<file path="config.mk">
export PLATFORM = sky130hd
export DESIGN_NAME = flag_cond_unit
export DESIGN_NICKNAME = d
export VERILOG_FILES = /design/src/rtl/flag_cond_unit_pkg.sv /design/src/rtl/flag_cond_unit_cond_check.sv /design/src/rtl/flag_cond_unit.sv
export SDC_FILE = /design/constraint.sdc
export NUM_CORES = 1
export LEC_CHECK = 0
export ABC_AREA = 0
export BUFFER_PORTS_ARGS = -buffer_cell sky130_fd_sc_hd__buf_4
export CAP_MARGIN = 10
export CORE_AREA = 2 2 66 68
export CTS_CLUSTER_SIZE = 10
export DETAILED_ROUTE_END_ITERATION = 6
export DIE_AREA = 0 0 68 70
export PLACE_DENSITY_LB_ADDON = 0.08
export SLEW_MARGIN = 20
export SYNTH_ARGS = -nofsm -noshare
export SYNTH_HDL_FRONTEND = slang
export SYNTH_SLANG_ARGS = --single-unit
</file>
<file path="constraint.sdc">
create_clock -name clk -period 3 [get_ports clk]
set_input_delay 0 -clock clk [delete_from_list [all_inputs] [get_ports clk]]
set_output_delay 0 -clock clk [all_outputs]
set_load 0.01 [all_outputs]
</file>
<file path="src/rtl/flag_cond_unit_pkg.sv">
// flag_cond_unit_pkg: condition codes, flag bit indices and shadow FSM states
package flag_cond_unit_pkg;
    localparam logic [3:0] COND_EQ = 4'h0;
    localparam logic [3:0] COND_NE = 4'h1;
    localparam logic [3:0] COND_CS = 4'h2;
    localparam logic [3:0] COND_CC = 4'h3;
    localparam logic [3:0] COND_MI = 4'h4;
    localparam logic [3:0] COND_PL = 4'h5;
    localparam logic [3:0] COND_VS = 4'h6;
    localparam logic [3:0] COND_VC = 4'h7;
    localparam logic [3:0] COND_HI = 4'h8;
    localparam logic [3:0] COND_LS = 4'h9;
    localparam logic [3:0] COND_GE = 4'hA;
    localparam logic [3:0] COND_LT = 4'hB;
    localparam logic [3:0] COND_GT = 4'hC;
    localparam logic [3:0] COND_LE = 4'hD;
    localparam logic [3:0] COND_AL = 4'hE;
    localparam logic [3:0] COND_NV = 4'hF;
    localparam int FLAG_C = 3;
    localparam int FLAG_V = 2;
    localparam int FLAG_N = 1;
    localparam int FLAG_Z = 0;
    typedef enum logic {ST_IDLE = 1'b0, ST_SHADOW = 1'b1} shadow_t;
endpackage

</file>
<file path="src/rtl/flag_cond_unit_cond_check.sv">
// cond_check: evaluates a 4-bit condition code against {C,V,N,Z} flags
module cond_check
    import flag_cond_unit_pkg::*;
(
    input  logic [3:0] flags,
    input  logic [3:0] cond,
    output logic       pass
);
    logic c, v, n, z;
    assign c = flags[FLAG_C];
    assign v = flags[FLAG_V];
    assign n = flags[FLAG_N];
    assign z = flags[FLAG_Z];
    always_comb begin
        pass = 1'b0;
        case (cond)
            COND_EQ: pass = z;
            COND_NE: pass = ~z;
            COND_CS: pass = c;
            COND_CC: pass = ~c;
            COND_MI: pass = n;
            COND_PL: pass = ~n;
            COND_VS: pass = v;
            COND_VC: pass = ~v;
            COND_HI: pass = c & ~z;
            COND_LS: pass = ~c | z;
            COND_GE: pass = n == v;
            COND_LT: pass = n != v;
            COND_GT: pass = ~z & (n == v);
            COND_LE: pass = z | (n != v);
            COND_AL: pass = 1'b1;
            default: pass = 1'b0;
        endcase
    end
endmodule

</file>
<file path="src/rtl/flag_cond_unit.sv">
// flag_cond_unit: EX/MEM result/flag register, branch condition evaluation and redirect.
// COND_PREDICATE_EN: when defined, non-branch instructions are predicated by ex_cond.
module flag_cond_unit
    import flag_cond_unit_pkg::*;
#(
    parameter int WIDTH  = 16,
    parameter int ADDR_W = 16
) (
    input  logic              clk,
    input  logic              rst_n,
    input  logic              ex_valid,
    input  logic [WIDTH-1:0]  ex_result,
    input  logic              ex_c,
    input  logic              ex_v,
    input  logic              ex_n,
    input  logic              ex_z,
    input  logic              ex_set_flags,
    input  logic              ex_is_branch,
    input  logic [3:0]        ex_cond,
    input  logic [ADDR_W-1:0] ex_target,
    input  logic              stall,
    input  logic              flush,
    output logic              mem_valid,
    output logic [WIDTH-1:0]  mem_result,
    output logic              mem_wr_en,
    output logic [3:0]        flags_q,
    output logic              br_taken,
    output logic [ADDR_W-1:0] br_target
);
    shadow_t state, state_d;
    logic pass, live, pred_ok, taken_d, wr_en_d, flag_we;
    cond_check u_cond_check (.flags(flags_q), .cond(ex_cond), .pass(pass));
    assign live = ex_valid & ~flush & (state != ST_SHADOW);
`ifdef COND_PREDICATE_EN
    assign pred_ok = ex_is_branch | pass;
`else
    assign pred_ok = 1'b1;
`endif
    always_ff @(posedge clk or negedge rst_n) begin
        if (!rst_n) state <= ST_IDLE;
        else        state <= state_d;
    end
    always_comb begin
        state_d = stall ? state : (state == ST_IDLE && taken_d) ? ST_SHADOW : ST_IDLE;
    end
    always_comb begin
        taken_d = live & ex_is_branch & pass;
        wr_en_d = live & ~ex_is_branch & pred_ok;
        flag_we = live & ex_set_flags & pred_ok;
    end
    // Flags update after the branch was evaluated against the old flags_q.
    always_ff @(posedge clk or negedge rst_n) begin
        if (!rst_n) begin
            mem_valid  <= 1'b0;
            mem_result <= '0;
            mem_wr_en  <= 1'b0;
            flags_q    <= 4'b0000;
            br_taken   <= 1'b0;
            br_target  <= '0;
        end else if (stall) begin
            br_taken <= 1'b0;
        end else begin
            mem_valid  <= live;
            mem_result <= ex_result;
            mem_wr_en  <= wr_en_d;
            br_taken   <= taken_d;
            if (taken_d) br_target <= ex_target;
            if (flag_we) flags_q <= {ex_c, ex_v, ex_n, ex_z};
        end
    end
endmodule

</file>
==> flow_metrics.tcl, run 1 <==
set metrics [dict create \
    clk-insertion-delay-late_ps 290 \
    tightest_slew_ps 572 \
    final_nets 292 \
    clock_path_buffers 2 \
    drc 0 \
    setup_violations 0 \
    postCtsSetupRepairBufs 0 \
    die_y_um 70 \
    grtUsageMet2 0.312 \
    seqCellArea_mm2 0.00100 \
    drt_iter0_drc 73 \
    grt_overflow 0 \
    outcome "finished clean" \
    die_area_mm2 0.00476 \
    fillers 288 \
    synth_top_area_cell "dfrtp_1" \
    syn-num-nets 166 \
    antenna_found_initial 0 \
    final_antenna_net_count 0 \
    hold_path.class "in2reg" \
    grt_pass1_vias 1460 \
    pin_count 86 \
    netlist_instances 119 \
    p_int_uw 1300 \
    ys_types 30 \
    syn_avg_cell_area_um2 14.6 \
    ys_warn_count 0 \
    synth-seq-cells 40 \
    end_kind "register" \
    max-vdd-ir-drop_mv 0.433 \
    synth-edff-count 0 \
    grt_max_degree 41 \
    rsz0062_at_grt "false" \
    gr-max-usage-layer "met2" \
    slew_headroom 0.614 \
    grt_pass1_wl_mm 6.60 \
    diodes 0 \
    multiInputGateArea_um2 676 \
    dr.pass1.iters 4 \
    hold_viol 0 \
    cts_root_buf "clkbuf_8" \
    post_drt_via_cell_ratio 4.74 \
    drt-total-wl_mm 4.14 \
    worst-path-max-fanout 10 \
    drive_gt1_frac 0.549 \
    wl_per_cell_um 13.9 \
    fmax_ghz 0.423 \
    area_growth_syn_to_layout_pct 67.2 \
    maxCapViolCount 0 \
    setup-tns-final_ps 0 \
    grt_use_total 0.187 \
    finalWeightedCongestion 0.754 \
    synth_top_flop_cell "dfrtp_1" \
    path_class "reg2reg" \
    fin_cells 298 \
    finalCritPeriodShare 0.789 \
    skew_ps 5.77 \
    clk_pin_slew_worst_paths_ps 80 \
    cts_max_level 2 \
    cts.sinks 40 \
    arrival_ps 2550 \
    rows 24 \
    syn_area_mm2 0.00173 \
    power_density_mw_per_mm2 616 \
    switching_share 0.270 \
    seq_area_frac_synth 0.577 \
    slew_violations 0 \
    p_leak_uw 0.00141 \
    met1_usage 0.223 \
    use_met3 0.0660 \
    fp.dieW_um 68 \
    tritoncts "done" \
    start_kind "register" \
    dp_hpwl_mm 2.81 \
    numPlacedInstances 252 \
    period_minus_slack_ps 2370 \
    io_buffers 85 \
    core_area_mm2 0.00414 \
    power_frac_comb 0.318 \
    power_frac_seq 0.423 \
    p_clk_frac 0.258 \
    synth_top_area_share 0.577 \
    vias 1413 \
    cp.required_ps 3180 \
    synth_area_leaders "dfrtp_1 58%, mux2_2 19%, mux2_4 6.9%" \
    synthArstFlopShare 1.00 \
    p_sw_uw 481 \
    cts_buffers 5 \
    initial_core_util 0.418 \
]
[state kept, by name (all words and copies together), names as in the netlist]
name / cells
br_taken: 1
br_target: 16
flags_q: 4
mem_result: 16
mem_valid: 1
mem_wr_en: 1
state: 1
[path summary, 6_finish.rpt]
path	cells past startpoint	slack, ps	from	to
max in group asynchronous	2	2440	rst_n	mem_result[0]$_DFFE_PN0N_
min in group asynchronous	2	210	rst_n	flags_q[2]$_DFFE_PN0P_
min	4	7	flush	mem_valid$_DFFE_PN0N_
max	7	630	flags_q[0]$_DFFE_PN0P_	br_target[15]$_DFFE_PN0P_
min reg2reg	2	490	state$_DFFE_PN0N_	state$_DFFE_PN0N_
max reg2reg	7	630	flags_q[0]$_DFFE_PN0P_	br_target[15]$_DFFE_PN0P_
[layout by cell type, fill, tap and decap left out, drive strengths merged, types with 2 or more instances in the layout]
| cell type | n |
|---|---|
| buf | 86 |
| dfrtp | 40 |
| dlygate4sd3 | 38 |
| mux2 | 38 |
| nand2 | 10 |
| clkbuf | 6 |
| inv | 3 |
| nand3 | 2 |
| nand2b | 2 |
| nand4b | 2 |
| a211oi | 2 |
[synthesized netlist by cell type (2+ instances only)]
library cell / instances
clkbuf_1: 2
nand2b_1: 2
dfrtp_1: 40
nand3_1: 2
nand2_1: 10
nand4b_1: 2
mux2_2: 30
mux2_4: 8
inv_1: 2
[worst max-delay path, stage by stage (launching register included)]
cell	delay, ps
dfrtp_1	420
nor2b_1	150
a211oi_1	200
a2111oi_0	100
o31a_2	360
a211oi_4	410
buf_4	310
mux2_4	310
[timing repair]
| item | in CTS | in global routing |
|---|---|---|
| hold buffers | 38 | 0 |
| endpoints found under the hold margin | 77 | 0 |
| gates resized for setup | 0 | 0 |
[layer usage]
layer  wire length [µm]  up-vias
li1                   -      675
met1               1630      671
met2               2150       58
met3                293        9
met4                 67        0
met5                  0        -
[layout make-up]
class                      count  share of cell area
tap                           52              0.0224
clock buffer                   6              0.0285
inverter                       3             0.00388
multi-input combinational     71               0.233
sequential                    40               0.345
clock inverter                 2              0.0134
timing repair buffer         124               0.354
[cells by family (layout without fill, tap and decap cells)]
kind of cell / after synthesis / in the layout / share of synthesized area
flip-flops: 40 / 40 / 0.577
multiplexers: 38 / 38 / 0.264
AND/OR/NAND/NOR: 21 / 21 / 0.0657
AO/OA/AOI/OAI: 10 / 10 / 0.0498
buffers and inverters: 8 / 135 / 0.0332
XOR/XNOR: 2 / 2 / 0.0101
[power by group through the flow]
stage	clock network [µW]	logic (µW)	registers, µW
final	461	569	755
after detailed placement	0	538	760
after CTS	470	575	755
after global placement	0	521	757
after floorplan	0	189	811
after global routing	499	609	772
[through the flow]
stage               total power (µW)  setup slack, ps  utilization  hold WS, ps  cell area [µm²]
CTS                             1800              620        0.700        0.557             2900
finish                          1790              634        0.700         6.52             2900
global placement                1280              696        0.579        -7.14             2400
floorplan                       1000              842            -         -296             1730
detailed placement              1300              660        0.579         6.65             2400
global route                    1880              498        0.700         11.6             2900
(Power assumes the default switching activity.)
==> inputs of run 2 (changes only) <==
CORE_AREA = 2 2 69 71   (was 2 2 66 68)
DIE_AREA = 0 0 71 73   (was 0 0 68 70)
clock period = 2.1 ns   (was 3 ns; I/O delays follow)
==> run 2 against run 1 <==
Effect of this change: global-route usage shrank 1.4 points; worst setup slack lost 570 ps; non-clock buffer count grew 4; final area grew 0.56%; clock-buffer cell count is the same; critical path depth is the same; core utilization shrank 5.7 points; first-iteration DRC count grew 26%; power grew 34%; clock skew grew 2.6 ps; largest cell class unchanged; highest routed layer unchanged.
==> flow_metrics.tcl, run 2 (synthesis results as in run 1) <==
set metrics [dict create \
    drt-total-wl_mm 4.33 \
    drc 0 \
    dr.pass1.iters 4 \
    tritoncts "done" \
    setup.worst_path.start "flags_q[1]$_DFFE_PN0P_" \
    wl_per_cell_um 14.3 \
    p_leak_uw 0.00142 \
    max-vdd-ir-drop_mv 0.558 \
    final_common_cell "buf_4" \
    timing.rr.end "br_target[4]$_DFFE_PN0P_" \
    setup_slack_ps 59.7 \
    grt_use_total 0.173 \
    diodes 0 \
    grt_pass1_vias 1498 \
    cts_max_level 2 \
    slew_violations 0 \
    hold_path_end "mem_valid$_DFFE_PN0N_" \
    vias 1421 \
    gr-max-usage-layer "met2" \
    setup_violations 0 \
    rr_startpoint "flags_q[1]$_DFFE_PN0P_" \
    skew_ps 8.32 \
    fmax_ghz 0.490 \
    worst-path-max-fanout 18 \
    slowest_delay_ps 470 \
    setup-tns-final_ps 0 \
    r2r_slack_ps 60 \
    maxCapViolCount 0 \
    arrival_ps 2210 \
    slew_headroom 0.657 \
    path_cells "xnor2_2 > nand3_1 > a21oi_1 > xor2_1 > a211oi_4 > buf_12 > mux2_2" \
    tightest_slew_ps 514 \
    start_kind "register" \
    rows 25 \
    grtUsageMet2 0.309 \
    met1_usage 0.196 \
    finalCritPeriodShare 0.972 \
    final_area_mm2 0.00292 \
    place_ws_ps 49.1 \
    hold_path.class "in2reg" \
    hold_viol 0 \
    area_growth_syn_to_layout_pct 68.2 \
    drive_gt1_frac 0.562 \
    fp.dieW_um 71 \
    cpLargestDelayFamily "flip-flops" \
    dpl_cell_area_mm2 0.00244 \
    use_met3 0.0497 \
    path_class "reg2reg" \
    core_area_mm2 0.00454 \
    grt_pass1_wl_mm 6.90 \
    io_buffers 85 \
    final_cell_mix "89 x buf_4, 39 x dfrtp_1, 38 x dlygate4sd3_1" \
    end_kind "register" \
    grt_max_degree 41 \
    die_area_mm2 0.00518 \
    r2r_cells 7 \
    cp.required_ps 2270 \
    post_drt_via_cell_ratio 4.69 \
    die_y_um 73 \
    grt_overflow 0 \
    min-delay-start "flush" \
    clk_pin_slew_worst_paths_ps 70 \
    cts_root_buf "clkbuf_8" \
    cp_slowest_cell "dfrtp_2" \
    period_minus_slack_ps 2040 \
    pin_count 86 \
    reg.largest.list "br_target: 16 flops, mem_result: 16 flops, flags_q: 4 flops" \
    clock_path_buffers 2 \
    drt_iter0_drc 92 \
    cts.sinks 40 \
    worst-path-buf-inv 1 \
    finalWeightedCongestion 0.731 \
    cts_buffers 5 \
    power_density_mw_per_mm2 818 \
    antenna_found_initial 0 \
    final_antenna_net_count 0 \
    clk-insertion-delay-late_ps 280 \
    outcome "finished clean" \
    final_nets 296 \
    initial_core_util 0.382 \
    min_path_cells 5 \
]
==> run 2: layer usage <==
| metal | vias up | wire [µm] | share of wire |
|---|---|---|---|
| li1 | 684 | - | - |
| met1 | 688 | 1670 | 0.38 |
| met2 | 42 | 2370 | 0.55 |
| met3 | 7 | 244 | 0.056 |
| met4 | 0 | 56 | 0.013 |
| met5 | - | 0 | 0 |
==> run 2: layout make-up <==
cell class / count / area [µm²]
clock buffers: 6 / 72.6
fillers: 387 / 1620
well taps: 54 / 67.6
flip-flops and latches: 40 / 1000
multi-input cells: 71 / 689
inverters: 3 / 11.3
clock inverters: 1 / 5.00
repair buffers: 128 / 1070
==> run 2: what timing repair did <==
item	CTS	global route
buffers inserted	0	1
resized for setup	0	4
hold buffers	38	0
endpoints found under the setup margin	0	16
hold endpoints to repair	77	0
==> run 2: worst max path at each step <==
stage / end / depth (start not counted)
after floorplan: br_target[10]$_DFFE_PN0P_ / 7
after global placement: br_target[0]$_DFFE_PN0P_ / 7
after detailed placement: br_target[4]$_DFFE_PN0P_ / 6
after CTS: br_target[4]$_DFFE_PN0P_ / 6
after global routing: br_target[5]$_DFFE_PN0P_ / 7
final: br_target[4]$_DFFE_PN0P_ / 7
==> run 2: worst reg2reg max path, stage by stage (launching register included) <==
cell and delay, ps:
dfrtp_2 470, xnor2_2 200, nand3_1 100, a21oi_1 200
xor2_1 150, a211oi_4 260, buf_12 200, mux2_2 350
==> run 2: per-stage QoR <==
stage                      util  cells  total power, µW  hold WS, ps
after floorplan               -    119             1430         -296
after global placement    0.537    257             1840        -6.51
after detailed placement  0.537    257             1870         6.51
after CTS                 0.638    302             2400         85.2
after global routing      0.643    303             2530          119
final                     0.643    303             2390          103
==> run 2: power by group <==
| group | switching, µW | internal (µW) | leakage, µW |
|---|---|---|---|
| sequential | 130 | 956 | 0.000485 |
| combinational | 302 | 537 | 0.000893 |
| clock | 235 | 226 | 0.0000410 |
==> inputs of run 3 (changes only) <==
==> constraint.sdc (replaced) <==
create_clock -name clk -period 2.1 [get_ports clk]
set_input_delay 0.105 -clock clk [delete_from_list [all_inputs] [get_ports clk]]
set_output_delay 0.105 -clock clk [all_outputs]
set_load 0.01 [all_outputs]
==> run 3 against run 2 <==
Effect of this change: routed wire length is 8.1% lower; combinational power fell by 7.3%; core utilization decreased by 8.2 points; fmax hardly changed; sequential share of layout area increased by 5.0 points; worst setup slack worse by 0.91 ps; via count shrank 7.7%; sequential power about the same; power shrank 2.5%; die area is the same; non-clock buffer count fell by 37; critical path depth did not move; highest routed layer unchanged.
==> flow_metrics.tcl, run 3 (synthesis results as in run 1) <==
set metrics [dict create \
    cts_root_buf "clkbuf_8" \
    setup_violations 0 \
    grt_max_degree 41 \
    path_cells "xnor2_2 > nand3_1 > a21oi_1 > xor2_1 > a211oi_4 > buf_12 > mux2_2" \
    reg.largest.list "br_target: 16 flops, mem_result: 16 flops, flags_q: 4 flops" \
    whs_ps 24.9 \
    maxCapViolCount 0 \
    cpLargestDelayFamily "flip-flops" \
    area_growth_syn_to_layout_pct 46.8 \
    tritoncts "done" \
    hold_path.class "in2reg" \
    fmax_ghz 0.490 \
    worst-path-max-fanout 18 \
    clk-insertion-delay-late_ps 280 \
    drt-total-wl_mm 3.98 \
    setup_slack_ps 58.7 \
    fillers 428 \
    slowest_delay_ps 470 \
    final_cell_mix "89 x buf_4, 39 x dfrtp_1, 30 x mux2_2" \
    rows 25 \
    antenna_found_initial 0 \
    max-vdd-ir-drop_mv 0.548 \
    drive_gt1_frac 0.660 \
    slew_headroom 0.662 \
    dr.pass1.iters 4 \
    place_ws_ps 49.1 \
    grt_pass1_wl_mm 6.38 \
    slew_violations 0 \
    drc 0 \
    end_kind "register" \
    vias 1311 \
    die_area_mm2 0.00518 \
    cp.required_ps 2270 \
    cts_max_level 2 \
    cts.sinks 40 \
    clk_pin_slew_worst_paths_ps 70 \
    finalWeightedCongestion 0.731 \
    diodes 0 \
    tightest_slew_ps 507 \
    cts_buffers 5 \
    finalCritPeriodShare 0.972 \
    fp.dieW_um 71 \
    start_kind "register" \
    cp_slowest_cell "dfrtp_2" \
    path_class "reg2reg" \
    final_antenna_net_count 0 \
    initial_core_util 0.382 \
    core_area_mm2 0.00454 \
    wl_per_cell_um 15.0 \
    final_nets 259 \
    dpl_cell_area_mm2 0.00244 \
    io_buffers 85 \
    clock_path_buffers 2 \
    fin_cells 266 \
    drt_iter0_drc 68 \
    arrival_ps 2210 \
    pin_count 86 \
    grt_use_total 0.159 \
    p_leak_uw 0.00126 \
    numPlacedInstances 257 \
    final_area_mm2 0.00255 \
    die_y_um 73 \
    period_minus_slack_ps 2040 \
    post_drt_via_cell_ratio 4.93 \
    worst-path-buf-inv 1 \
    grt_overflow 0 \
    hold_viol 0 \
    power_density_mw_per_mm2 913 \
    final_common_cell "buf_4" \
    utilization 0.561 \
    grt_pass1_vias 1336 \
    outcome "finished clean" \
    skew_ps 7.21 \
]
==> run 3: cell count changes in the layout (fill, tap and decap cells not counted) <==
| cell | change |
|---|---|
| dlygate4sd3_1 | -37 |
==> run 3: area by class of cell <==
class                           instances  area, µm²  area share
Inverter                                3       11.3     0.00442
Clock inverter                          1       5.00     0.00197
Clock buffer                            6       72.6      0.0285
Timing Repair Buffer                   91        698       0.274
Sequential cell                        40       1000       0.394
Multi-Input combinational cell         71        689       0.271
Tap cell                               54       67.6      0.0265
==> run 3: where the power goes <==
group	switching, µW	internal, µW
Sequential	130	955
Clock	237	226
Combinational	285	492
==> run 3: metrics by stage <==
step | TNS [ps] | power [µW]
4_1_cts | 0 | 2350
3_5_place_dp | 0 | 1870
5_1_grt | -21.4 | 2470
6_report | 0 | 2330
3_3_place_gp | 0 | 1840
2_1_floorplan | -461 | 1430
==> run 3: worst paths after layout <==
check,from,cells past startpoint,to,slack [ps]
max,flags_q[1]$_DFFE_PN0P_,7,br_target[4]$_DFFE_PN0P_,60
min,ex_is_branch,2,mem_wr_en$_DFFE_PN0N_,20
max reg2reg,flags_q[1]$_DFFE_PN0P_,7,br_target[4]$_DFFE_PN0P_,60
min reg2reg,state$_DFFE_PN0N_,2,state$_DFFE_PN0N_,490
max in group asynchronous,rst_n,2,flags_q[1]$_DFFE_PN0P_,1370
min in group asynchronous,rst_n,2,br_target[0]$_DFFE_PN0P_,350
==> run 3: layer usage <==
metal	track usage	vias up	routed length, µm
li1	-	612	-
met1	0.184	640	1460
met2	0.274	52	2160
met3	0.0552	7	307
met4	0.0608	0	53
met5	0	-	0
==> run 3: what timing repair did <==
action / 4_1_cts / 5_1_grt
setup endpoints to repair: 0 / 16
hold buffers: 1 / 0
endpoints found under the hold margin: 40 / 0
resized for setup: 0 / 4
buffers inserted: 0 / 1
